`config.mk`:
```
export PLATFORM = sky130hd
export DESIGN_NAME = uart_rx
export DESIGN_NICKNAME = d
export VERILOG_FILES = /design/src/rtl/uart_pkg.sv /design/src/rtl/uart_rx_sync.sv /design/src/rtl/uart_rx.sv
export SDC_FILE = /design/constraint.sdc
export NUM_CORES = 1
export LEC_CHECK = 0
export ABC_CLOCK_PERIOD_IN_PS = 5050
export BUFFER_PORTS_ARGS = -buffer_cell sky130_fd_sc_hd__buf_2
export CORE_ASPECT_RATIO = 0.9
export CORE_MARGIN = 10
export CORE_UTILIZATION = 63
export DETAILED_ROUTE_END_ITERATION = 8
export PLACE_DENSITY = 0.92
export SLEW_MARGIN = 25
export SYNTH_ARGS = -nofsm -noshare
export SYNTH_HDL_FRONTEND = slang
export SYNTH_SLANG_ARGS = --single-unit
```
`constraint.sdc`:
```
create_clock -name sysclk -period 5.05 [get_ports sysclk]
set_input_delay 0.7575 -clock sysclk [delete_from_list [all_inputs] [get_ports sysclk]]
set_output_delay 0.7575 -clock sysclk [all_outputs]
set_load 0.02 [all_outputs]
```
`src/rtl/uart_pkg.sv`:
```
// Shared types and oversampling constants for the UART receive path.
package uart_pkg;

   typedef enum logic [2:0] {IDLE, START, DATA, PARITY, STOP} uart_rx_state_t;

   localparam int OVERSAMPLE = 16;
   localparam int MID_TICK   = 7;
   localparam int LAST_TICK  = OVERSAMPLE - 1;

endpackage

```
`src/rtl/uart_rx_sync.sv`:
```
// Two-flop synchroniser for the asynchronous rx line; both flops reset to RST_VAL.
module uart_rx_sync #(
   parameter logic RST_VAL = 1'b1
) (
   input  logic sysclk,
   input  logic rst,
   input  logic d,
   output logic q
);

   logic meta;

   always_ff @(posedge sysclk or negedge rst) begin
      if (!rst) begin
         meta <= RST_VAL;
         q    <= RST_VAL;
      end else begin
         meta <= d;
         q    <= meta;
      end
   end

endmodule

```
`src/rtl/uart_rx.sv`:
```
// 16x oversampled UART receiver: start/data/parity/stop deserialiser with a
// valid/ack output register and per-word frame, parity and overrun flags.
module uart_rx
   import uart_pkg::*;
#(
   parameter int DBIT       = 8,
   parameter int SB_TICK    = 16,
   parameter int PARITY_EN  = 0,
   parameter int PARITY_ODD = 0
) (
   input  logic            sysclk,
   input  logic            rst,
   input  logic            baudx16_ena,
   input  logic            rx,
   output logic [DBIT-1:0] rx_data,
   output logic            rx_valid,
   input  logic            rx_ack,
   output logic            frame_err,
   output logic            parity_err,
   output logic            overrun_err
);

   localparam logic ODD = (PARITY_ODD != 0);
   localparam logic PEN = (PARITY_EN != 0);

   uart_rx_state_t  state_q, state_d;
   logic [4:0]      s_q, s_d;
   logic [3:0]      n_q, n_d;
   logic [DBIT-1:0] shreg_q, shreg_d;
   logic            ferr_q, ferr_d;
   logic            perr_q, perr_d;
   logic            frame_done;
   logic            rxs;

   uart_rx_sync #(.RST_VAL(1'b1)) u_sync (
      .sysclk (sysclk),
      .rst    (rst),
      .d      (rx),
      .q      (rxs)
   );

   always_ff @(posedge sysclk or negedge rst) begin
      if (!rst) begin
         state_q <= IDLE;
         s_q     <= '0;
         n_q     <= '0;
         shreg_q <= '0;
         ferr_q  <= 1'b0;
         perr_q  <= 1'b0;
      end else begin
         state_q <= state_d;
         s_q     <= s_d;
         n_q     <= n_d;
         shreg_q <= shreg_d;
         ferr_q  <= ferr_d;
         perr_q  <= perr_d;
      end
   end

   always_comb begin
      state_d    = state_q;
      s_d        = s_q;
      n_d        = n_q;
      shreg_d    = shreg_q;
      ferr_d     = ferr_q;
      perr_d     = perr_q;
      frame_done = 1'b0;
      unique case (state_q)
         IDLE: begin
            if (!rxs) begin
               state_d = START;
               s_d     = '0;
            end
         end
         START: begin
            if (baudx16_ena) begin
               if (s_q == 5'(MID_TICK)) begin
                  // A start bit that is no longer low at its centre was noise.
                  if (!rxs) begin
                     state_d = DATA;
                     s_d     = '0;
                     n_d     = '0;
                     ferr_d  = 1'b0;
                     perr_d  = 1'b0;
                  end else begin
                     state_d = IDLE;
                  end
               end else begin
                  s_d = s_q + 5'd1;
               end
            end
         end
         DATA: begin
            if (baudx16_ena) begin
               if (s_q == 5'(LAST_TICK)) begin
                  shreg_d = {rxs, shreg_q[DBIT-1:1]};
                  s_d     = '0;
                  if (n_q == 4'(DBIT-1))
                     state_d = PEN ? PARITY : STOP;
                  else
                     n_d = n_q + 4'd1;
               end else begin
                  s_d = s_q + 5'd1;
               end
            end
         end
         PARITY: begin
            if (baudx16_ena) begin
               if (s_q == 5'(LAST_TICK)) begin
                  perr_d  = rxs ^ (^shreg_q) ^ ODD;
                  state_d = STOP;
                  s_d     = '0;
               end else begin
                  s_d = s_q + 5'd1;
               end
            end
         end
         STOP: begin
            if (baudx16_ena) begin
               if (s_q == 5'(LAST_TICK))
                  ferr_d = ~rxs;
               // Leaving at mid stop bit leaves half a bit to catch the next start edge.
               if (s_q == 5'(SB_TICK-1)) begin
                  frame_done = 1'b1;
                  state_d    = IDLE;
                  s_d        = '0;
               end else begin
                  s_d = s_q + 5'd1;
               end
            end
         end
         default: state_d = IDLE;
      endcase
   end

   // ferr_d is used so a single stop bit's sample lands with its own word.
   always_ff @(posedge sysclk or negedge rst) begin
      if (!rst) begin
         rx_data     <= '0;
         rx_valid    <= 1'b0;
         frame_err   <= 1'b0;
         parity_err  <= 1'b0;
         overrun_err <= 1'b0;
      end else if (frame_done) begin
         rx_data     <= shreg_q;
         frame_err   <= ferr_d;
         parity_err  <= perr_q;
         overrun_err <= rx_valid & ~rx_ack;
         rx_valid    <= 1'b1;
      end else if (rx_ack) begin
         rx_valid <= 1'b0;
      end
   end

endmodule

```
==> results.json <==
{
  "avgSynthCellArea_um2": 11.5,
  "fillers": 220,
  "htree_levels": 2,
  "relSlewSlack": 0.501,
  "core-area_mm2": 0.00279,
  "netlist_instances": 161,
  "grtUsageTotal": 0.130,
  "synth_enable_flop_cells": 0,
  "synth_xor_xnor_area_share": 0.0405,
  "synth_mux_area_frac": 0.124,
  "power_frac_comb": 0.163,
  "setup-violations-final": 0,
  "crit_arrival_ps": 2460,
  "dieArea_mm2": 0.00552,
  "die_y_um": 71.5,
  "hpwlAfterDp_um": 2630,
  "cts-buffers-inserted": 5,
  "rows": 18,
  "die_w_um": 77.2,
  "clk_latency_ps": 330,
  "post_drt_via_cell_ratio": 5.94,
  "drtIter0Drc": 108,
  "hold_path_class": "reg -> reg",
  "crit_chain": "ha_1 -> nand3_1 -> inv_1 -> ha_1 -> and2_1 -> and2_1 -> mux2_2",
  "yosys_warnings": 0,
  "root_buffer": "clkbuf_4",
  "finalCriticalPeriod_ps": 2240,
  "cts_tree": "yes",
  "cts_hold_buf": 0,
  "grt_pass1_vias": 1281,
  "critPathCaptureType": "flop",
  "swShare": 0.271,
  "clkPwrFrac": 0.285,
  "post_cts_resized": 0,
  "grt_setup_unrepaired": "no",
  "ant_nets": 0,
  "grt_pass1_wl_um": 5890,
  "syn-cell-area_mm2": 0.00185,
  "synthAdderAreaFrac": 0.0270,
  "final_nets": 186,
  "cts_setup_buffers": 0,
  "final_hold_viol_count": 0,
  "ys_types": 51,
  "synth_compound_area_frac": 0.119,
  "ys_top_cells_by_count": "33 x dfrtp_1, 12 x mux2_2, 10 x inv_1, 10 x nand2_1",
  "async_flop_share": 1.00,
  "drtPass1Iterations": 4,
  "critPathMaxFanout": 8,
  "path_delay_family": "simple AND/OR/NAND/NOR gates",
  "synth_area_leaders": "dfrtp_1 45%, mux2_2 7.3%, mux2_4 4.0%",
  "wl_per_cell_um": 16.2,
  "yosys.area_share.simple": 0.167,
  "max_freq_mhz": 446,
  "dominantRegCellSynth": "dfrtp_1",
  "worstSetupPathType": "reg -> reg",
  "cap_violations": 0,
  "synth.most_common_cell": "dfrtp_1",
  "yosysSeqAreaShare": 0.474,
  "clkTransAtPathRegs_ps": 100,
  "ys_seq_elements": 35,
  "synth_top_area_share": 0.445,
  "critPathMaxStageDelay_ps": 410,
  "cts_buffer_depth": 2,
  "hold-worst-slack_ps": 361,
  "floorplan.io_pins": 17,
  "drive_gt1_frac": 0.298,
  "start_util": 0.664,
  "yosysTopAreaCell": "dfrtp_1",
  "p_leak_nw": 0.978,
  "cts_sinks": 35,
  "path_buf_inv": 1,
  "finalClockSkew_ps": 3.97,
  "diodes": 0,
  "slowest_stage": "dfrtp_1",
  "p_int_mw": 0.436,
  "tightestPinTransition_ps": 748,
  "synth_top_family_by_area": "simple AND/OR/NAND/NOR gates",
  "cp-start-kind": "flop",
  "gp_congestion": 0.867,
  "gr-total-overflow": 0,
  "antenna_found_initial": 0,
  "outcome": "complete, no violations",
  "seq_power_share": 0.552,
  "syn_to_final_growth_pct": 7.96,
  "vias": 1295,
  "drv_slew": 0,
  "finalCritPeriodShare": 0.444,
  "required_ps": 5270,
  "powerDensity_mw_per_mm2": 299,
  "port_buffers": 16,
  "ir_worst_vdd_uv": 259,
  "remaining_drc_errors": 0,
  "grt_max_degree": 36,
  "syn_nets": 170,
  "switchingPower_mw": 0.162,
  "fin_setup_tns_ps": 0,
  "drt_wl_total_um": 3530
}
==> layout by cell type, fill, tap and decap left out, types with 2 or more instances in the layout <==
| master | netlist | routed |
|---|---|---|
| a21oi_1 | 2 | 2 |
| and2_1 | 5 | 5 |
| buf_2 | 2 | 16 |
| clkbuf_4 | 0 | 5 |
| clkbuf_8 | 0 | 2 |
| dfrtp_1 | 33 | 33 |
| dfstp_2 | 2 | 2 |
| ha_1 | 4 | 4 |
| inv_1 | 10 | 10 |
| mux2_2 | 12 | 12 |
| mux2_4 | 5 | 5 |
| mux2i_1 | 2 | 2 |
| nand2_1 | 10 | 10 |
| nand2b_1 | 3 | 3 |
| nand3_1 | 6 | 6 |
| nand3b_1 | 2 | 2 |
| nor2_1 | 6 | 6 |
| nor2b_1 | 2 | 2 |
| nor3b_2 | 2 | 2 |
| o211ai_1 | 2 | 2 |
| o21ai_0 | 5 | 5 |
| o21ai_1 | 3 | 3 |
| o221ai_1 | 2 | 2 |
| o22ai_1 | 3 | 3 |
| o41ai_1 | 2 | 2 |
| or3_1 | 3 | 3 |
| xnor2_1 | 5 | 5 |
==> through the flow <==
stage                     utilization  cells  instance area [µm²]  total power, mW  setup WS, ps
after floorplan                     -    161                 1850            0.407          3110
after global placement          0.692    210                 1930            0.424          2900
after detailed placement        0.692    210                 1930            0.433          2840
after CTS                       0.717    218                 2000            0.601          2830
after global routing            0.717    218                 2000            0.630          2670
final                           0.717    218                 2000            0.598          2810
==> registers in the layout (all words and copies together) (netlist names) <==
signal       flops
shreg_q          8
rx_data          8
u_sync.q         1
rx_valid         1
parity_err       1
s_q              5
u_sync.meta      1
state_q          3
n_q              4
perr_q           1
overrun_err      1
frame_err        1
==> worst reg2reg max path: stages (launching register included) <==
cell     delay (ps)
dfrtp_1         410
ha_1            220
nand3_1         110
inv_1            70
ha_1            190
and2_1          330
and2_1          410
mux2_2          390
==> routing by layer <==
layer,up-vias,track usage,part of all wire
li1,612,-,-
met5,-,0,0
met3,4,0.0474,0.054
met1,651,0.153,0.45
met4,0,0.0425,0.0071
met2,28,0.217,0.49
==> area by class of cell <==
class                      instances  area, µm²  share of cell area
clock buffer                       8       68.8              0.0344
tap                               40       50.0              0.0250
timing repair buffer              16       80.1              0.0400
inverter                          10       37.5              0.0188
multi-input combinational        109        887               0.443
sequential                        35        878               0.439
==> worst paths after layout <==
check                             from         end  slack (ps)  depth (start not counted)
max reg2reg                     s_q[0]  shreg_q[0]        2810                          7
max                             s_q[0]  shreg_q[0]        2810                          7
min in group asynchronous          rst      n_q[2]         490                          1
max in group asynchronous          rst      s_q[4]        4090                          1
min                        u_sync.meta    u_sync.q         360                          0
min reg2reg                u_sync.meta    u_sync.q         360                          0
==> cell families (layout without fill, tap and decap cells) <==
logic type	count (synthesis)	after routing
DFF	35	35
adders and majority gates	4	4
muxes	19	19
xor gates and xnor gates	7	7
buffers and inverters	17	34
AOI/OAI and AO/OA	29	29
and+or+nand+nor	50	50
==> power by group through the flow <==
stage	Sequential (mW)	Combinational (mW)	Clock (mW)
3_5_place_dp	0.335	0.0976	0
2_1_floorplan	0.328	0.0786	0
3_3_place_gp	0.332	0.0920	0
6_report	0.330	0.0976	0.170
4_1_cts	0.329	0.0980	0.174
5_1_grt	0.333	0.109	0.187
No activity file was read; power rests on OpenSTA's default activity.
